<file path="src/rtl/seg7_pkg.sv">
// Shared constants for the seven-segment scan driver: glyph table, BCD sizing
// and the converter state encoding.
package seg7_pkg;

  localparam int NUM_DIGITS = 8;
  localparam int BCD_W      = 32;
  localparam int MAX_VAL    = 99_999_999;

  // Glyphs are active-high {g,f,e,d,c,b,a}; output polarity is applied at the pins.
  localparam logic [6:0] GLYPH_0     = 7'b0111111;
  localparam logic [6:0] GLYPH_1     = 7'b0000110;
  localparam logic [6:0] GLYPH_2     = 7'b1011011;
  localparam logic [6:0] GLYPH_3     = 7'b1001111;
  localparam logic [6:0] GLYPH_4     = 7'b1100110;
  localparam logic [6:0] GLYPH_5     = 7'b1101101;
  localparam logic [6:0] GLYPH_6     = 7'b1111101;
  localparam logic [6:0] GLYPH_7     = 7'b0000111;
  localparam logic [6:0] GLYPH_8     = 7'b1111111;
  localparam logic [6:0] GLYPH_9     = 7'b1101111;
  localparam logic [6:0] GLYPH_DASH  = 7'b1000000;
  localparam logic [6:0] GLYPH_BLANK = 7'b0000000;

  typedef enum logic [1:0] {
    ST_IDLE,
    ST_SHIFT,
    ST_DONE
  } conv_state_t;

  function automatic logic [6:0] glyph(input logic [3:0] nib);
    case (nib)
      4'd0:    glyph = GLYPH_0;
      4'd1:    glyph = GLYPH_1;
      4'd2:    glyph = GLYPH_2;
      4'd3:    glyph = GLYPH_3;
      4'd4:    glyph = GLYPH_4;
      4'd5:    glyph = GLYPH_5;
      4'd6:    glyph = GLYPH_6;
      4'd7:    glyph = GLYPH_7;
      4'd8:    glyph = GLYPH_8;
      4'd9:    glyph = GLYPH_9;
      default: glyph = GLYPH_BLANK;
    endcase
  endfunction

endpackage

</file>
<file path="src/rtl/bin2bcd_seq.sv">
// Sequential double-dabble converter: one shift/adjust iteration per cycle,
// out-of-range inputs bypass the shift phase and flag overflow.
module bin2bcd_seq
  import seg7_pkg::*;
#(
  parameter int BIN_W = 27
) (
  input  logic             clk,
  input  logic             rst,
  input  logic             start,
  input  logic [BIN_W-1:0] value,
  output logic             busy,
  output logic             done,
  output logic             overflow,
  output logic [BCD_W-1:0] bcd
);

  localparam int CNT_W = $clog2(BIN_W + 1);

  conv_state_t      state;
  logic [BIN_W-1:0] bin_sr;
  logic [BCD_W-1:0] bcd_acc;
  logic [BCD_W-1:0] bcd_adj;
  logic [CNT_W-1:0] cnt;
  logic             ovf_reg;

  genvar gi;
  generate
    for (gi = 0; gi < BCD_W / 4; gi++) begin : g_adj
      assign bcd_adj[4*gi +: 4] = (bcd_acc[4*gi +: 4] >= 4'd5) ?
                                  bcd_acc[4*gi +: 4] + 4'd3 : bcd_acc[4*gi +: 4];
    end
  endgenerate

  always_ff @(posedge clk or negedge rst) begin
    if (!rst) begin
      state   <= ST_IDLE;
      bin_sr  <= '0;
      bcd_acc <= '0;
      cnt     <= '0;
      ovf_reg <= 1'b0;
    end else begin
      case (state)
        ST_IDLE: begin
          if (start) begin
            bin_sr  <= value;
            bcd_acc <= '0;
            cnt     <= '0;
            if (value > BIN_W'(MAX_VAL)) begin
              ovf_reg <= 1'b1;
              state   <= ST_DONE;
            end else begin
              ovf_reg <= 1'b0;
              state   <= ST_SHIFT;
            end
          end
        end
        ST_SHIFT: begin
          bcd_acc <= {bcd_adj[BCD_W-2:0], bin_sr[BIN_W-1]};
          bin_sr  <= bin_sr << 1;
          cnt     <= cnt + 1'b1;
          if (cnt == CNT_W'(BIN_W - 1)) state <= ST_DONE;
        end
        default: state <= ST_IDLE;
      endcase
    end
  end

  assign busy     = (state != ST_IDLE);
  assign done     = (state == ST_DONE);
  assign overflow = ovf_reg;
  assign bcd      = bcd_acc;

endmodule

</file>
<file path="src/rtl/seg7_scan_driver.sv">
// Eight-digit scanned display driver: buffers converted BCD, commits it on the
// 7->0 scan wrap, and decodes the selected digit into registered pin levels.
module seg7_scan_driver
  import seg7_pkg::*;
#(
  parameter int BIN_W      = 27,
  parameter int DIGITS     = 8,
  parameter bit ACTIVE_LOW = 1
) (
  input  logic              clk,
  input  logic              rst,
  input  logic [2:0]        dig_id,
  input  logic [BIN_W-1:0]  value_bin,
  input  logic              value_valid,
  input  logic [DIGITS-1:0] dp_mask,
  input  logic              blank_lz,
  output logic [DIGITS-1:0] an,
  output logic [6:0]        seg,
  output logic              dp,
  output logic              busy,
  output logic              frame_sync
);

  localparam logic POL = ACTIVE_LOW;

  logic [BIN_W-1:0]  req_val;
  logic              req_full;
  logic [BCD_W-1:0]  pend_buf;
  logic              pend_ovf;
  logic              pend_full;
  logic [BCD_W-1:0]  disp_buf;
  logic              disp_ovf;
  logic [2:0]        prev_dig;

  logic              conv_start;
  logic [BIN_W-1:0]  conv_value;
  logic              conv_done;
  logic              conv_ovf;
  logic [BCD_W-1:0]  conv_bcd;
  logic              boundary;
  logic [DIGITS-1:0] zero_above;
  logic              blank_dig;
  logic [3:0]        nib;
  logic [6:0]        glyph_hi;

  // A parked request always wins the idle slot over a fresh strobe.
  assign conv_start = !busy && (req_full || value_valid);
  assign conv_value = req_full ? req_val : value_bin;

  bin2bcd_seq #(.BIN_W(BIN_W)) u_conv (
    .clk      (clk),
    .rst      (rst),
    .start    (conv_start),
    .value    (conv_value),
    .busy     (busy),
    .done     (conv_done),
    .overflow (conv_ovf),
    .bcd      (conv_bcd)
  );

  assign boundary   = (dig_id == 3'd0) && (prev_dig == 3'd7);
  assign frame_sync = boundary && pend_full;

  always_ff @(posedge clk or negedge rst) begin
    if (!rst) begin
      req_val   <= '0;
      req_full  <= 1'b0;
      pend_buf  <= '0;
      pend_ovf  <= 1'b0;
      pend_full <= 1'b0;
      disp_buf  <= '0;
      disp_ovf  <= 1'b0;
      prev_dig  <= 3'd0;
    end else begin
      prev_dig <= dig_id;
      if (value_valid && (busy || req_full)) begin
        req_val  <= value_bin;
        req_full <= 1'b1;
      end else if (!busy && req_full) begin
        req_full <= 1'b0;
      end
      if (frame_sync) begin
        disp_buf  <= pend_buf;
        disp_ovf  <= pend_ovf;
        pend_full <= 1'b0;
      end
      // A result landing on the boundary cycle waits for the next wrap.
      if (conv_done) begin
        pend_buf  <= conv_bcd;
        pend_ovf  <= conv_ovf;
        pend_full <= 1'b1;
      end
    end
  end

  genvar gi;
  generate
    for (gi = 0; gi < DIGITS; gi++) begin : g_lz
      assign zero_above[gi] = (disp_buf[BCD_W-1:4*gi] == '0);
    end
  endgenerate

  assign nib       = disp_buf[4*dig_id +: 4];
  assign blank_dig = blank_lz && !disp_ovf && (dig_id != 3'd0) && zero_above[dig_id];
  assign glyph_hi  = disp_ovf ? GLYPH_DASH : (blank_dig ? GLYPH_BLANK : glyph(nib));

  always_ff @(posedge clk or negedge rst) begin
    if (!rst) begin
      an  <= {DIGITS{POL}};
      seg <= {7{POL}};
      dp  <= POL;
    end else begin
      an  <= (DIGITS'(1) << dig_id) ^ {DIGITS{POL}};
      seg <= glyph_hi ^ {7{POL}};
      dp  <= dp_mask[dig_id] ^ POL;
    end
  end

endmodule

</file>
<file path="config.mk">
export PLATFORM = sky130hd
export DESIGN_NAME = seg7_scan_driver
export DESIGN_NICKNAME = d
export VERILOG_FILES = /design/src/rtl/seg7_pkg.sv /design/src/rtl/bin2bcd_seq.sv /design/src/rtl/seg7_scan_driver.sv
export SDC_FILE = /design/constraint.sdc
export NUM_CORES = 1
export LEC_CHECK = 0
export BUFFER_PORTS_ARGS = -buffer_cell sky130_fd_sc_hd__clkbuf_2
export CORE_ASPECT_RATIO = 0.5
export CORE_MARGIN = 5
export CORE_UTILIZATION = 30
export DETAILED_ROUTE_END_ITERATION = 8
export SYNTH_ARGS = -nofsm -noshare
export SYNTH_HDL_FRONTEND = slang
export SYNTH_SLANG_ARGS = --single-unit
</file>
<file path="constraint.sdc">
create_clock -name clk -period 2.75 [get_ports clk]
set_input_delay 0.55 -clock clk [delete_from_list [all_inputs] [get_ports clk]]
set_output_delay 0.55 -clock clk [all_outputs]
set_load 0.02 [all_outputs]
</file>
==> metrics.txt, run 1 <==
status complete, no violations; worst path arrival time roughly 1700 ps; Port Buf Inserts approximately 60; HPWL after detailed placement around 13000 µm; via count between 5000 and 6000; element type at the critical path start primary input; drt pass-1 iters 5; Num CTS Buffers 17; Synth area leaders dfrtp_1, nand2_1, mux2_2; Remaining Overflow, GRT 0; DRT iter0 DRCs 423; Setup Skew approximately 9.1 ps; share of the synthesized area in the top cell type 0.489; Setup TNS 0 ps; first-pass GRT wire length around 32000 µm; Hold Buf Count CTS 0; insertion delay to the later sink of the worst-skew pair ~440 ps; Critical Path End Type output port; Routed WL per cell ~15 µm; Post-synth EDFFs 0; Min-Delay Path Class primary input to async pin; f_max 449 MHz; Starting Density 0.304; die area around 0.032 mm²; Syn. warnings 0; GPL Wtd Cong 0.865; Clock Sinks approximately 180; ys async rst share 1.00; CORE AREA between 0.02 and 0.03 mm²; Synth area leader dfrtp_1; max cap viols 0; Clock Pin Slew Worst Setup and Hold Paths around 70 ps; Via density around 4.8; leak pwr 4.55 nW; commonest non-fill, non-tap cell in the layout dfrtp_1; Post CTS Setup Buffer Count 0; # diodes 0; Final nets between 800 and 900; TritonCTS clock tree yes; Power per Cell Area approximately 880 mW/mm²; initial antenna violation count 0; Root Driver clkbuf_16; Hold Violations, Final 0; post-synthesis sequential area ratio 0.539; reg2reg start req_full$_DFFE_PN0P_; Core Util, Final 0.354; period utilisation layout 0.810; largest net degree at the start of global routing 58; Final min period about 2200 ps; Synthesized Nets approximately 840; crit path from dig_id[0]; Post-DRT Antenna Nets 0; Global Route Usage Sum 0.124; synthesized flop and latch total between 150 and 200; vias in the first global route 6088; WL final about 18000 µm; htree depth 4; row cnt 43; I/O pins 60; drc violations 0; total power draw about 0.0086 W; Clock Path Buffers 2; most frequent cells in the layout dfrtp_1, nand2_1, clkbuf_2, nor2_1, mux2_2; Die Span X roughly 250 µm; Rel. slew slack 0.346; Post-Syn Instances just under 800; mean post-synth cell area ~11 µm²; post_cts resized 0; CP Class primary input to output port; final setup vio count 0; RSZ-0062 raised after global routing false; synthesized area 0.00844 mm²; Slew @ Worst Pin between 900 and 1000 ps; hold_ws 59.1 ps; share of cells above drive strength 1 0.233; worst setup margin 522 ps; worst slack, placed around 340 ps; Slew Viols, Final 0; CP required 2200 ps; height of the die between 100 and 150 µm; VDD IR-drop max 0.463 mV; Unique masters post-synth 56; area delta synth->final 16.2%; Most used DFF post-synth dfrtp_1; CP max FO 9
[final timing paths]
kind	depth (start not counted)	endpoint	slack, ps
max in group asynchronous	2	an[4]$_DFF_PN1_	1970
worst max register to register	4	u_conv.bin_sr[22]$_DFFE_PN0P_	730
worst min register to register	2	disp_buf[7]$_DFFE_PN0P_	470
worst max-delay path	6	frame_sync	520
worst min-delay path	1	pend_buf[27]$_DFFE_PN0P_	60
min in group clk	2	req_val[7]$_DFFE_PN0P_	360
[power breakdown]
part	switching (W)	total, W	internal [W]
clock	0.00113	0.00242	0.00130
sequential	0.000410	0.00367	0.00326
combinational	0.00144	0.00254	0.00110
[synth_stat cells, types with 5 or more instances]
library cell  count
o22ai_1           9
nor2_1           50
clkbuf_1         18
nor4_1            8
ha_1             23
mux2i_1          32
nand2_1         147
a221o_1          24
nand2b_1         14
xor2_1           10
buf_2            11
mux4_2            6
a32o_1            9
nor2b_1           6
o31ai_1          10
mux2_2           46
nand3_1           8
buf_1             5
dfstp_2          16
xnor2_1           9
o32ai_1           7
a21oi_1          25
o21ai_0          39
inv_1            23
dfrtp_1         165
o21ai_1           5
[area by class of cell]
type / instances / area (µm²)
fillers: 2759 / 17900
flip-flops and latches: 181 / 4550
multi-input cells: 523 / 3570
repair buffers: 79 / 514
well taps: 382 / 478
clock buffers: 18 / 439
clock inverters: 14 / 146
inverters: 26 / 98.8
[logic make-up after synthesis]
kind of cell	Yosys count	share of synthesized area
AND/OR/NAND/NOR	251	0.129
flip-flops	181	0.539
AO/OA/AOI/OAI	143	0.121
multiplexers	86	0.119
buffers and inverters	67	0.0375
adder cells (fa/ha/maj)	24	0.0353
XOR/XNOR	19	0.0197
[state kept, by name (all words and copies together), names as in the netlist]
name             count
an                   8
disp_buf            32
disp_ovf             1
dp                   1
pend_buf            32
pend_full            1
pend_ovf             1
prev_dig             3
req_full             1
req_val             27
seg                  7
u_conv.bcd          32
u_conv.bin_sr       27
u_conv.cnt           5
u_conv.overflow      1
u_conv.state         2
[layer usage]
layer  vias to the layer above  routed length, µm  GRT usage  share of wire
li1                       2822                  -          -              -
met1                      2889               8980      0.166           0.49
met2                        91               8260      0.194           0.45
met3                        18                948     0.0401          0.052
met4                         0                212     0.0331          0.012
met5                         -                  0          0              0
[worst max-delay path, stage by stage]
cell      delay (ps)
clkbuf_2         200
or3_1            450
nor2_1           120
nand2_1          100
inv_2             80
clkbuf_2         160
[metrics by stage]
| step | cell area (µm²) | instances |
|---|---|---|
| 2_1_floorplan | 8440 | 771 |
| 3_3_place_gp | 9210 | 1191 |
| 3_5_place_dp | 9210 | 1191 |
| 4_1_cts | 9800 | 1223 |
| 5_1_grt | 9800 | 1223 |
| 6_report | 9800 | 1223 |
Note: power is estimated with default switching activity, not from simulation.
==> run 2: changes to the inputs <==
--- a/config.mk
+++ b/config.mk
@@ -5,6 +5,7 @@
 export SDC_FILE = /design/constraint.sdc
 export NUM_CORES = 1
 export LEC_CHECK = 0
+export ABC_AREA = 1
 export BUFFER_PORTS_ARGS = -buffer_cell sky130_fd_sc_hd__clkbuf_2
 export CORE_ASPECT_RATIO = 0.5
 export CORE_MARGIN = 5
==> constraint.sdc (replaced) <==
create_clock -name clk -period 2.1 [get_ports clk]
set_input_delay 0.42 -clock clk [delete_from_list [all_inputs] [get_ports clk]]
set_output_delay 0.42 -clock clk [all_outputs]
set_load 0.02 [all_outputs]
==> run 2 against run 1 <==
  * Hold slack better by 100 ps
  * Critical endpoint unchanged
  * Highest routed layer unchanged
  * Core utilization hardly changed
  * Largest cell class unchanged
  * Sequential share of layout area is 2.0 points lower
  * Clock power is 34% higher
==> metrics.txt, run 2 <==
post_cts resized 0 (unchanged); Synth area leaders dfrtp_1, nand2_1, o21ai_0 (was dfrtp_1, nand2_1, mux2_2); count leader, synth nand2_1 (was dfrtp_1); Reg area 0.00455 mm² (about the same); height of the die 131 µm (was 129 µm); ys async rst share 1.00 (unchanged); final setup vio count 0 (unchanged); Synthesized Nets 1131 (was 836); TritonCTS clock tree yes (unchanged); Starting Density 0.304 (about the same); Unique masters post-synth 37 (was 56); Power per Cell Area 1230 mW/mm² (was 882 mW/mm²); Slew @ Worst Pin 806 ps (was 981 ps); worst slack, placed 50.2 ps (was 337 ps); Setup TNS 0 ps (unchanged); Post-Syn Instances 1066 (was 771); Post-synth EDFFs 0 (unchanged); Syn. warnings 0 (unchanged); met2 global-route usage 0.211 (was 0.194); worst setup margin 212 ps (was 522 ps); Final min period about 1900 ps; CP max FO 9 (unchanged); Setup Skew 5.20 ps (was 9.15 ps); RSZ-0062 raised after global routing false (unchanged); Fill cells 2992 (was 2759); status complete, no violations (unchanged); Die Span X 252 µm (was 247 µm); Min-Delay Path Class primary input to flip-flop (was primary input to async pin); f_max 530 MHz; element type at the critical path start primary input (unchanged); htree depth 4 (unchanged); Routed WL per cell 13.1 µm (was 15.0 µm); Global Route Usage Sum 0.126 (was 0.124); insertion delay to the later sink of the worst-skew pair 430 ps (was 440 ps); Clock Pin Slew Worst Setup and Hold Paths 70 ps (about the same); grt met3 use 0.0330 (was 0.0401); Slew Viols, Final 0 (unchanged); Post CTS Setup Buffer Count 0 (unchanged); share of cells above drive strength 1 0.145 (was 0.233); Final nets 1192 (was 893); vias in the first global route 6918 (was 6088); CP Class primary input to output port (unchanged); CP required 1680 ps (was 2200 ps); multi-input logic area 0.00358 mm² (was 0.00357 mm²); most frequent cells in the layout nand2_1, dfrtp_1, inv_1, o21ai_0, nor2_1 (was dfrtp_1, nand2_1, clkbuf_2, nor2_1, mux2_2); period utilisation layout 0.899; Remaining Overflow, GRT 0 (unchanged); clock power share 0.258 (was 0.281); mean post-synth cell area 8.23 µm² (was 10.9 µm²); drc violations 0 (unchanged); first-pass GRT wire length 33900 µm (was 31600 µm); switch share 0.378 (was 0.344); Critical Path End Type output port (unchanged); VDD IR-drop max 0.541 mV (was 0.463 mV); Hold Violations, Final 0 (unchanged); via count 7080 (was 5820); I/O pins 60 (unchanged); Comb power frac 0.338 (was 0.294); WL final 20100 µm (was 18400 µm); worst path arrival time 1470 ps (was 1680 ps); die area 0.0330 mm² (was 0.0318 mm²); Hold Buf Count CTS 1 (was 0); most used routing layer met2 (unchanged); hold_ws 159 ps (was 59.1 ps); leak pwr 4.93 nW (was 4.55 nW); switching power 0.00477 W (was 0.00297 W); row cnt 44 (was 43); area delta synth->final 16.5% (was 16.2%); Via density 4.62 (was 4.76); CORE AREA 0.0289 mm² (was 0.0277 mm²); HPWL after detailed placement 14500 µm (was 12700 µm); Port Buf Inserts 59 (unchanged); Most used DFF post-synth dfrtp_1 (unchanged); post-synthesis sequential area ratio 0.518 (was 0.539); share of the synthesized area in the top cell type 0.470 (was 0.489); Sequential Power Share 0.404 (was 0.425); Clock Path Buffers 2 (unchanged); GPL Wtd Cong 0.946 (was 0.865); synthesized area 0.00878 mm² (was 0.00844 mm²); final instance area 0.0102 mm² (was 0.00980 mm²); Rel. slew slack 0.462 (was 0.346); cell internal pwr 0.00785 W (was 0.00567 W); largest net degree at the start of global routing 71 (was 58); DP Area 0.00962 mm² (was 0.00921 mm²); Synth area leader dfrtp_1 (unchanged); Post-DRT Antenna Nets 0 (unchanged); max cap viols 0 (unchanged); commonest non-fill, non-tap cell in the layout nand2_1 (was dfrtp_1); synthesized flop and latch total 181 (unchanged); met1 usage 0.163 (was 0.166); DRT iter0 DRCs 442 (was 423); synth cell count leaders nand2_1, dfrtp_1, inv_1, o21ai_0, nor2_1 (was dfrtp_1, nand2_1, nor2_1, mux2_2, o21ai_0); Clock Sinks 181 (unchanged); # diodes 0 (unchanged); drt pass-1 iters 5 (unchanged); initial antenna violation count 0 (unchanged); Root Driver clkbuf_16 (unchanged); Num CTS Buffers 17 (unchanged)
==> run 2: cell count changes after synthesis, sizes merged, moves of 10 or more <==
cell,before,now
a221o,24,0
inv,25,119
mux2,48,4
mux2i,32,0
nand2,147,346
nand2b,14,0
nand3,8,40
nor2,53,93
o211ai,0,24
o21ai,45,119
o31ai,10,0
==> run 2: power groups by stage <==
stage               registers, W  clock network (W)  logic [W]
floorplan                0.00507                  0    0.00301
global placement         0.00512                  0    0.00421
detailed placement       0.00514                  0    0.00433
CTS                      0.00509            0.00335    0.00434
global route             0.00522            0.00349    0.00491
finish                   0.00510            0.00325    0.00427
==> run 2: logic make-up after synthesis <==
logic type,count (synthesis),share of synthesized area
AND/OR/NAND/NOR,483,0.223
AO/OA/AOI/OAI,200,0.134
flip-flops,181,0.518
buffers and inverters,163,0.0754
adder cells (fa/ha/maj),23,0.0328
XOR/XNOR,12,0.0120
multiplexers,4,0.00513
==> run 2: path summary, 6_finish.rpt <==
| path | startpoint | to | slack, ps | cells after the start |
|---|---|---|---|---|
| min in group asynchronous | rst | pend_buf[23]$_DFFE_PN0P_ | 460 | 2 |
| worst max-delay path | dig_id[0] | frame_sync | 210 | 7 |
| worst min register to register | pend_buf[2]$_DFFE_PN0P_ | disp_buf[2]$_DFFE_PN0P_ | 480 | 2 |
| worst min-delay path | dig_id[2] | prev_dig[2]$_DFF_PN0_ | 160 | 1 |
| max in group asynchronous | rst | u_conv.bin_sr[8]$_DFFE_PN0P_ | 930 | 3 |
| worst max register to register | u_conv.state[1]$_DFFE_PN0P_ | u_conv.cnt[4]$_DFFE_PN0P_ | 230 | 9 |
==> run 2: through the flow <==
step | util | total power [W] | cells
final | 0.354 | 0.0126 | 1531
after floorplan | - | 0.00808 | 1066
after CTS | 0.354 | 0.0128 | 1531
after global placement | 0.333 | 0.00933 | 1498
after global routing | 0.354 | 0.0136 | 1531
after detailed placement | 0.333 | 0.00947 | 1498
==> run 2: layer usage <==
| metal | share of wire | vias to the layer above |
|---|---|---|
| met5 | 0 | - |
| met4 | 0.010 | 0 |
| met3 | 0.050 | 19 |
| met2 | 0.47 | 139 |
| met1 | 0.47 | 3381 |
| li1 | - | 3541 |
==> run 2: final cells by class <==
class / count / area share
Timing Repair Buffer: 86 / 0.0544
Clock buffer: 20 / 0.0447
Inverter: 119 / 0.0439
Sequential cell: 181 / 0.445
Clock inverter: 12 / 0.0138
Tap cell: 391 / 0.0478
Multi-Input combinational cell: 722 / 0.351
==> run 2: worst max-delay path, cell delays in order <==
cell	delay, ps
clkbuf_2	210
nor2_4	280
nand2_2	90
nor2_1	130
nand2_2	70
inv_2	70
clkbuf_2	180
